[config.mk]
export PLATFORM = sky130hd
export DESIGN_NAME = move_conditioner
export DESIGN_NICKNAME = d
export VERILOG_FILES = /design/src/rtl/move_conditioner.sv
export SDC_FILE = /design/constraint.sdc
export NUM_CORES = 1
export LEC_CHECK = 0
export BUFFER_PORTS_ARGS = -buffer_cell sky130_fd_sc_hd__buf_2
export CAP_MARGIN = 0
export CORE_ASPECT_RATIO = 1.2
export CORE_MARGIN = 2
export CORE_UTILIZATION = 33
export CTS_CLUSTER_SIZE = 16
export DETAILED_ROUTE_END_ITERATION = 8
export GPL_TIMING_DRIVEN = 0
export PLACE_DENSITY = 0.49
export SLEW_MARGIN = 10
export SYNTH_ARGS = -nofsm -noshare
export SYNTH_HDL_FRONTEND = slang
export SYNTH_SLANG_ARGS = --single-unit
[constraint.sdc]
create_clock -name clk -period 2.45 [get_ports clk]
set_input_delay 0.245 -clock clk [delete_from_list [all_inputs] [get_ports clk]]
set_output_delay 0.245 -clock clk [all_outputs]
set_load 0.02 [all_outputs]
[src/rtl/move_conditioner.sv]
// Direction-button conditioner: per channel 2-flop sync, debounce, then a
// press/auto-repeat FSM that emits single-cycle step pulses for move_cursor.
module move_conditioner #(
  parameter int unsigned DEBOUNCE_CYCLES = 32'd250000,
  parameter int unsigned REPEAT_DELAY    = 32'd25000000,
  parameter int unsigned REPEAT_RATE     = 32'd6250000
) (
  input  logic       clk,
  input  logic       rst,
  input  logic [3:0] move_raw,
  output logic [3:0] move_out,
  output logic [3:0] move_held
);

  localparam int unsigned NCH = 4;
  localparam int unsigned CW  = 32;

  localparam logic [CW-1:0] DB_LAST  = 32'(DEBOUNCE_CYCLES - 1);
  localparam logic [CW-1:0] RD_LAST  = 32'(REPEAT_DELAY - 1);
  localparam logic [CW-1:0] RR_LAST  = 32'(REPEAT_RATE - 1);

  typedef enum logic [1:0] {
    ST_IDLE   = 2'd0,
    ST_DELAY  = 2'd1,
    ST_REPEAT = 2'd2
  } state_e;

  for (genvar ch = 0; ch < NCH; ch++) begin : g_ch
    logic [1:0]    sync_q, sync_d;
    logic          held_q, held_d;
    logic [CW-1:0] db_cnt_q, db_cnt_d;
    state_e        state_q, state_d;
    logic [CW-1:0] timer_q, timer_d;
    logic          out_q, out_d;
    logic          rise;

    always_comb sync_d = {sync_q[0], move_raw[ch]};

    // Debounce: level follows sync only after DEBOUNCE_CYCLES of sustained difference.
    always_comb begin
      held_d   = held_q;
      db_cnt_d = '0;
      if (sync_q[1] != held_q) begin
        if (db_cnt_q == DB_LAST) begin
          held_d = sync_q[1];
        end else begin
          db_cnt_d = db_cnt_q + 32'd1;
        end
      end
    end

    // Pulse coincides with the debounced rise, so the FSM looks at held_d for it.
    assign rise = held_d & ~held_q;

    always_comb begin
      state_d = state_q;
      timer_d = timer_q;
      out_d   = 1'b0;
      if (rise) begin
        out_d   = 1'b1;
        timer_d = '0;
        state_d = ST_DELAY;
      end else begin
        case (state_q)
          ST_IDLE: begin
            timer_d = '0;
          end
          ST_DELAY: begin
            if (!held_q) begin
              state_d = ST_IDLE;
              timer_d = '0;
            end else if (timer_q == RD_LAST) begin
              // A release landing on the same cycle suppresses the pulse.
              out_d   = held_d;
              timer_d = '0;
              state_d = ST_REPEAT;
            end else begin
              timer_d = timer_q + 32'd1;
            end
          end
          ST_REPEAT: begin
            if (!held_q) begin
              state_d = ST_IDLE;
              timer_d = '0;
            end else if (timer_q == RR_LAST) begin
              out_d   = held_d;
              timer_d = '0;
            end else begin
              timer_d = timer_q + 32'd1;
            end
          end
          default: begin
            state_d = ST_IDLE;
            timer_d = '0;
          end
        endcase
      end
    end

    always_ff @(posedge clk or negedge rst) begin
      if (!rst) begin
        sync_q   <= '0;
        held_q   <= 1'b0;
        db_cnt_q <= '0;
        state_q  <= ST_IDLE;
        timer_q  <= '0;
        out_q    <= 1'b0;
      end else begin
        sync_q   <= sync_d;
        held_q   <= held_d;
        db_cnt_q <= db_cnt_d;
        state_q  <= state_d;
        timer_q  <= timer_d;
        out_q    <= out_d;
      end
    end

    assign move_out[ch]  = out_q;
    assign move_held[ch] = held_q;
  end

endmodule
==> impl_metrics.ini, run 1 <==
[critical_path]
endpoint_kind = flop
start_kind = flop
crit_fanout = 10
worstPathRequired_ns = 2.87
arrival_ns = 2.83
path_class = reg -> reg

[placement]
placed_area_mm2 = 0.0154
dp_cells = 2112
gp_congestion = 0.770
port_buffers = 13
dp_hpwl_um = 21500

[synth]
synth_warnings = 0
ys_seq_area_share_pct = 48.1
synth_area_mm2 = 0.0146
synth_edf_count = 0
ys.flop_type = dfrtp_1
syn_avg_cell_area_um2 = 9.49
synth.distinct_cells = 63
synth_nets = 1563
syn_inst = 1537
synth-async-reset-ratio_pct = 100
ys_ff_latch = 280

[power_and_ir_drop]
p_per_area_mw_per_mm2 = 592
vdd_drop_max_mv = 0.373
p_leak_uw = 0.00653
p_total_uw = 10000

[global_route]
antenna_found_initial = 0
grt_pass1_vias = 11100
grt-ovfl-total = 0
grt_max_degree = 98
grt_pass1_wl_um = 55600
grtUsageTotal_pct = 14.5

[sta]
setup-tns-final_ns = 0
maxSlewViolCount = 0
period_share_pct = 98.3
hold_slack_ns = 0.216
slew_headroom_pct = 37.7
period_needed_ns = 2.41
worst_slew_pin_slew_ns = 0.927
setup_viol = 0
fmaxAchievable_mhz = 415
grt_setup_unrepaired = yes
hold_violations = 0
clock_skew_ns = 0.0187

[routing]
viasPerCell = 5.02
post_drt_wl_per_cell_um = 14.6
num_vias = 11000
drt_iter0_drc = 567
drc = 0
first_pass_iters = 4
wirelength_um = 32100
ant_nets = 0

[cts]
clockRootBuffer = clkbuf_16
cts_sinks = 280
cts_tree = built
worstSkewPairLatency_ns = 0.54
cts_max_level = 2
cts_buffers = 35
path_clk_slew_ns = 0.06
cts.path.max_buffers = 3

[floorplan]
pin_count = 14
die_width_um = 196
die_h_um = 234
num_rows = 84
die_area_mm2 = 0.0459
initial_core_util_pct = 33.3
core-area_mm2 = 0.0437

[finish]
fin_area_mm2 = 0.0169
diodes = 0
fin_cells = 2193
fill_cells = 4404
area_delta_synth_final_pct = 16.1
fin_nets = 1635
drive_above_1_share_pct = 10.4

[run_status]
status = finished clean

[job]
max_cap_violations = 0

[worst_hold_path]
hold_class = in -> async
## worst paths after layout
| check | from | to | slack [ns] | cells past startpoint |
|---|---|---|---|---|
| worst max-delay path | g_ch[2].timer_q[24] | g_ch[2].timer_q[12] | 0.04 | 7 |
| worst max register to register | g_ch[2].timer_q[24] | g_ch[2].timer_q[12] | 0.04 | 7 |
| worst min register to register | g_ch[3].sync_q[0] | g_ch[3].sync_q[1] | 0.35 | 0 |
| min in group clk | g_ch[3].sync_q[0] | g_ch[3].sync_q[1] | 0.35 | 0 |
| worst min-delay path | rst | g_ch[2].db_cnt_q[2] | 0.22 | 2 |
| max in group asynchronous | rst | g_ch[0].timer_q[17] | 0.98 | 4 |
## flip-flops by register name (all words and copies together) (netlist names)
register	flops
g_ch.out_q	4
g_ch.sync_q	8
g_ch.timer_q	128
g_ch.db_cnt_q	128
g_ch.held_q	4
g_ch.state_q	8
## critical path, cell delays in order (launching register included)
cell and delay (ns):
dfrtp_2 0.42, or4_1 0.53, or4_4 0.45, o31a_1 0.29
o211ai_4 0.27, buf_4 0.16, buf_6 0.13, nor2_1 0.05
## where the power goes
group          total [uW]  leakage [uW]  internal [uW]  switching, uW
clock                5160      0.000562           3150           2020
combinational         193       0.00208           48.5            144
sequential           4670       0.00388           4650           20.4
total               10000       0.00653           7840           2180
## layout make-up
class	instances	area (um^2)	share of cell area, %
flip-flops and latches	280	7010	41.4
clock inverters	8	96.3	0.569
inverters	47	176	1.04
clock buffers	54	1050	6.19
plain buffers	72	388	2.29
repair buffers	36	352	2.08
multi-input cells	1137	7160	42.3
well taps	559	699	4.13
## per-layer routing
layer	vias to the layer above	routed length, um	track usage, %
li1	5529	-	-
met1	5316	15100	19.1
met2	118	15300	24.2
met3	49	894	2.29
met4	0	768	5.30
met5	-	0	0
## repair_timing
item,in CTS,in global routing
setup endpoints to repair,161,206
pin swaps,2,5
setup buffers,3,9
endpoints found under the hold margin,62,0
gates resized for setup,12,35
cloned,0,3
hold buffers,5,0
## cells by family (layout without fill, tap and decap cells)
family	Yosys count	in the layout	share of synthesized area, %
buf+inv	120	217	3.54
flops	280	280	48.1
compound gates	78	78	3.48
mux	4	4	0.292
simple gates	809	809	29.3
fa+ha+maj	20	20	1.72
xor+xnor	226	226	13.6
## placed cells by master, fill, tap and decap left out, types with 4 or more instances in the layout
cell type,count
dfrtp_1,278
nor2_1,226
xnor2_1,139
nand2_1,91
xor2_1,87
nand3_1,87
nor4_1,77
nand4_1,71
nor3_1,69
clkbuf_1,50
inv_1,47
and3_1,41
clkbuf_16,36
and4_1,35
o21ai_0,26
or3_1,23
nor2_2,20
ha_1,20
a21oi_1,19
buf_4,19
buf_2,17
or4_1,12
clkbuf_8,10
nor4b_1,9
and2_1,9
or2_2,6
clkbuf_2,5
buf_6,5
clkbuf_4,5
dlygate4sd3_1,5
a21boi_0,4
clkinv_2,4
## synth_stat cells (6+ instances only)
cell,count,area (um^2)
dfrtp_1,280,7010
buf_2,9,45.0
nand2_1,91,342
nor4_1,81,507
o21ai_0,26,130
nand4_1,71,444
or4_1,15,113
and2_1,9,56.3
and4_1,35,307
a21oi_1,20,100
inv_1,47,176
nand3_1,88,440
ha_1,20,250
and3_1,41,257
nor4b_1,9,78.8
xor2_1,87,762
nor3_1,70,350
buf_4,8,60.1
nor2_1,226,848
or2_2,6,37.5
or3_1,23,144
clkbuf_1,48,180
nor2_2,20,125
xnor2_1,139,1220
## per-stage QoR
step | setup slack (ns) | util [%]
after detailed placement | -0.182 | 35.3
after floorplan | 0.152 | -
after global placement | -4.44 | 35.1
after global routing | -0.0813 | 38.7
final | 0.0405 | 38.7
after CTS | -0.0327 | 38.2
No activity file was read; power rests on OpenSTA's default activity.
==> inputs of run 2 (changes only) <==
PLACE_DENSITY = 0.47   (was 0.49)
clock period = 2.5 ns   (was 2.45 ns; I/O delays follow)
==> run 2 against run 1 <==
Clock power about the same. Register-to-register slack better by 0.03 ns. Critical path depth decreased by 1. Die area stayed put. Core utilization down 0.19 points. Sequential cell count is the same. Non-clock buffer count shrank 9. Hold slack gained 0.084 ns. Largest cell class unchanged.
==> impl_metrics.ini, run 2 (synthesis gave the netlist of run 1 again) <==
[cts]
cts_tree = built
cts_sinks = 280
worstSkewPairLatency_ns = 0.53
path_clk_slew_ns = 0.05
cts.path.max_buffers = 3
clockRootBuffer = clkbuf_16
cts_max_level = 2
cts_buffers = 36

[routing]
first_pass_iters = 5
drt_iter0_drc = 415
wirelength_um = 32400
viasPerCell = 5.04
post_drt_wl_per_cell_um = 14.8
ant_nets = 0
drc = 0
num_vias = 11000

[critical_path]
path_class = reg -> reg
worstPathRequired_ns = 2.91
reg2reg_from = g_ch[2].timer_q[24]
cp-endpoint = g_ch[2].timer_q[16]
r2r_end = g_ch[2].timer_q[16]
crit_fanout = 10
start_kind = flop
endpoint_kind = flop
arrival_ns = 2.84
r2r_cells = 6
critPathLaunch = g_ch[2].timer_q[24]
reg2reg_slack_ns = 0.07

[finish]
fin_nets = 1627
diodes = 0
fin_util_pct = 38.5
area_delta_synth_final_pct = 15.5
fin_area_mm2 = 0.0168
final_cell_mix = dfrtp_1 (279), nor2_1 (226), xnor2_1 (139)
drive_above_1_share_pct = 10.1
top_regs = g_ch.db_cnt_q (128), g_ch.timer_q (128)
layout_commonest_cell = dfrtp_1

[sta]
setup-tns-final_ns = 0
period_share_pct = 97.1
clock_skew_ns = 0.0123
hold_slack_ns = 0.299
period_needed_ns = 2.43
maxSlewViolCount = 0
hold_violations = 0
slew_headroom_pct = 43.0
fmaxAchievable_mhz = 412
setup_viol = 0
grt_setup_unrepaired = yes
worst_slew_pin_slew_ns = 0.849

[global_route]
grt_pass1_wl_um = 56400
grt_max_degree = 104
grt-ovfl-total = 0
grt_pass1_vias = 11200
antenna_found_initial = 0
grtUsageTotal_pct = 14.7

[floorplan]
die_width_um = 196
die_h_um = 234
die_area_mm2 = 0.0459
pin_count = 14
initial_core_util_pct = 33.3
core-area_mm2 = 0.0437
num_rows = 84

[power_and_ir_drop]
p_leak_uw = 0.00650
p_per_area_mw_per_mm2 = 589
p_total_uw = 9910
vdd_drop_max_mv = 0.421

[job]
max_cap_violations = 0

[placement]
gp_congestion = 0.782
placed_area_mm2 = 0.0154
port_buffers = 13
dp_hpwl_um = 21500

[run_status]
status = finished clean

[worst_hold_path]
hold_class = in -> async
run 2: changes by cell type in the layout (fill, tap and decap cells not counted), moves of 2 or more:
cell       delta
clkbuf_16     +2
buf_4         -6
clkbuf_2      +2
clkbuf_1      -3
buf_6         -4
clkbuf_8      +2
run 2: worst min-delay path by stage:
stage | endpoint | cells after the start | start | slack [ns]
4_1_cts | g_ch[2].db_cnt_q[26] | 2 | rst | 0.31
6_report | g_ch[2].db_cnt_q[26] | 2 | rst | 0.30
3_5_place_dp | g_ch[2].db_cnt_q[26] | 1 | rst | 0.29
3_3_place_gp | g_ch[3].sync_q[1] | 0 | g_ch[3].sync_q[0] | 0.33
5_1_grt | g_ch[1].sync_q[0] | 2 | move_raw[1] | 0.34
2_1_floorplan | g_ch[0].db_cnt_q[0] | 0 | rst | -0.05
run 2: repair_timing:
item	4_1_cts	5_1_grt
endpoints found under the hold margin	86	0
gates resized for setup	7	29
pin swaps	1	4
gates cloned	0	1
setup endpoints to repair	105	185
hold buffers	5	0
setup buffers	0	6
run 2: stage by stage:
step,setup slack (ns),instances
2_1_floorplan,0.202,1537
3_3_place_gp,-4.45,2109
3_5_place_dp,-0.232,2111
4_1_cts,0.00303,2179
5_1_grt,-0.0639,2185
6_report,0.0729,2185
run 2: worst max-delay path: stages, from the launching register on:
cell and delay [ns]:
dfrtp_1 0.44, or4_1 0.53, or4_1 0.44, o31a_1 0.27, o211ai_2 0.26, buf_2 0.29
nor2_1 0.08
run 2: routing by layer:
metal / up-vias / track usage [%] / routed length, um
met5: - / 0 / 0
li1: 5505 / - / -
met2: 94 / 25.2 / 15600
met3: 51 / 2.34 / 939
met4: 0 / 5.45 / 786
met1: 5352 / 18.9 / 15000
run 2: power breakdown:
group	internal (uW)	switching, uW	total [uW]	leakage, uW
Sequential	4560	19.9	4580	0.00388
Combinational	43.5	141	185	0.00203
Clock	3160	1990	5150	0.000588
Total	7760	2150	9910	0.00650
run 2: final cells by class:
cell class	instances	area [um^2]
fillers	4446	26900
multi-input cells	1137	7150
flip-flops and latches	280	7010
clock buffers	55	1110
well taps	559	699
plain buffers	72	365
repair buffers	27	263
inverters	47	176
clock inverters	8	71.3
==> inputs of run 3 (changes only) <==
CTS_BUF_LIST = sky130_fd_sc_hd__clkbuf_2   (was not set)
MAX_ROUTING_LAYER = met4   (was not set)
==> run 3 against run 2 <==
Core utilization shrank 0.99 points. Die area is the same. Count of clock-buffer cells in the layout grew 55. Critical path depth grew 1. Critical path type unchanged. Combinational power grew 2%. Global-route usage grew 0.74 points. Wire length grew 1.2%. Cell area shrank 2.6%.
==> impl_metrics.ini, run 3 (synthesis gave the netlist of run 1 again) <==
[run_status]
status = finished clean

[cts]
cts_sinks = 280
cts.path.max_buffers = 3
path_clk_slew_ns = 0.09
cts_tree = built
worstSkewPairLatency_ns = 0.98
clockRootBuffer = clkbuf_2
cts_max_level = 3
cts_buffers = 81

[global_route]
grt_max_degree = 104
grt-ovfl-total = 0
grtUsageTotal_pct = 15.5
antenna_found_initial = 1
grt_pass1_vias = 11600
grt_pass1_wl_um = 57400

[power_and_ir_drop]
p_per_area_mw_per_mm2 = 495
p_leak_uw = 0.00647
vdd_drop_max_mv = 0.236
p_total_uw = 8130

[critical_path]
arrival_ns = 3.26
endpoint_kind = flop
worstPathRequired_ns = 3.33
path_class = reg -> reg
start_kind = flop
crit_fanout = 10

[routing]
post_drt_wl_per_cell_um = 14.5
wirelength_um = 32800
drc = 0
drt_iter0_drc = 415
ant_nets = 0
first_pass_iters = 5
num_vias = 11400
viasPerCell = 5.05

[sta]
period_needed_ns = 2.42
clock_skew_ns = 0.0602
hold_violations = 0
setup_viol = 0
period_share_pct = 97.0
maxSlewViolCount = 0
setup-tns-final_ns = 0
slew_headroom_pct = 43.8
worst_slew_pin_slew_ns = 0.837
fmaxAchievable_mhz = 413

[worst_hold_path]
hold_class = reg -> reg

[finish]
top_regs = g_ch.db_cnt_q (128), g_ch.timer_q (128)
fill_cells = 4545
final_cell_mix = dfrtp_1 (279), nor2_1 (226), xnor2_1 (139)
area_delta_synth_final_pct = 12.5
fin_util_pct = 37.5
fin_nets = 1676
layout_commonest_cell = dfrtp_1
drive_above_1_share_pct = 13.3

[floorplan]
pin_count = 14
die_width_um = 196
die_h_um = 234
num_rows = 84
initial_core_util_pct = 33.3
core-area_mm2 = 0.0437
die_area_mm2 = 0.0459

[placement]
gp_congestion = 0.793
dp_hpwl_um = 21500
port_buffers = 13

[job]
max_cap_violations = 0
-- run 3: cell count changes in the layout (fill, tap and decap cells not counted), sizes merged --
cell,delta
dlygate4sd3,+5
diode,+1
inv,+4
bufinv,+1
clkinv,+11
clkinvlp,-1
buf,+1
clkbuf,+53
-- run 3: layer usage --
layer  routed length (um)  global-route usage [%]
met2                15800                    25.2
met3                 1150                    2.98
met4                  784                    6.89
met1                15000                    18.8
met5                    0                       -
-- run 3: timing repair --
item / CTS / global route
setup buffers: 2 / 4
pin swaps: 1 / 4
gates cloned: 0 / 1
resized for setup: 9 / 32
hold buffers: 10 / 0
hold endpoints to repair: 284 / 0
endpoints found under the setup margin: 118 / 187
-- run 3: where the power goes --
| part | internal (uW) | leakage [uW] | switching [uW] | total (uW) |
|---|---|---|---|---|
| registers | 4550 | 0.00388 | 19.8 | 4570 |
| logic | 47.8 | 0.00205 | 141 | 189 |
| clock network | 1380 | 0.000534 | 1990 | 3370 |
-- run 3: through the flow --
stage          hold WS, ns  setup slack (ns)  instances  cell area, um^2
6_report             0.351            0.0761       2260            16400
5_1_grt              0.366        -0.0000877       2260            16400
2_1_floorplan      -0.0456             0.202       1537            14600
3_3_place_gp         0.334             -4.45       2109            15300
4_1_cts              0.263          -0.00397       2256            16200
3_5_place_dp         0.295            -0.232       2111            15400
-- run 3: cell type report --
| class | count | area [um^2] | area share (%) |
|---|---|---|---|
| multi-input cells | 1137 | 7150 | 43.6 |
| flip-flops and latches | 280 | 7010 | 42.7 |
| well taps | 559 | 699 | 4.26 |
| clock buffers | 110 | 551 | 3.36 |
| plain buffers | 71 | 364 | 2.22 |
| repair buffers | 32 | 313 | 1.91 |
| inverters | 47 | 176 | 1.08 |
| clock inverters | 23 | 140 | 0.854 |
| diodes | 1 | 2.50 | 0.0153 |
-- run 3: path summary, 6_finish.rpt --
kind,start,endpoint,slack [ns],cells after the start
worst max register to register,g_ch[0].timer_q[17],g_ch[0].timer_q[1],0.08,7
max in group asynchronous,rst,g_ch[3].sync_q[0],1.08,4
min in group asynchronous,rst,g_ch[2].db_cnt_q[26],0.38,3
worst min-delay path,g_ch[3].sync_q[0],g_ch[3].sync_q[1],0.35,0
worst max-delay path,g_ch[0].timer_q[17],g_ch[0].timer_q[1],0.08,7
worst min register to register,g_ch[3].sync_q[0],g_ch[3].sync_q[1],0.35,0
-- run 3: worst max-delay path: stages (launching register included) --
cell and delay, ns:
dfrtp_2 0.43, or4b_1 0.51, or4_4 0.50, o31a_1 0.28, o211ai_4 0.20, buf_12 0.15
buf_6 0.17, nor2_2 0.04
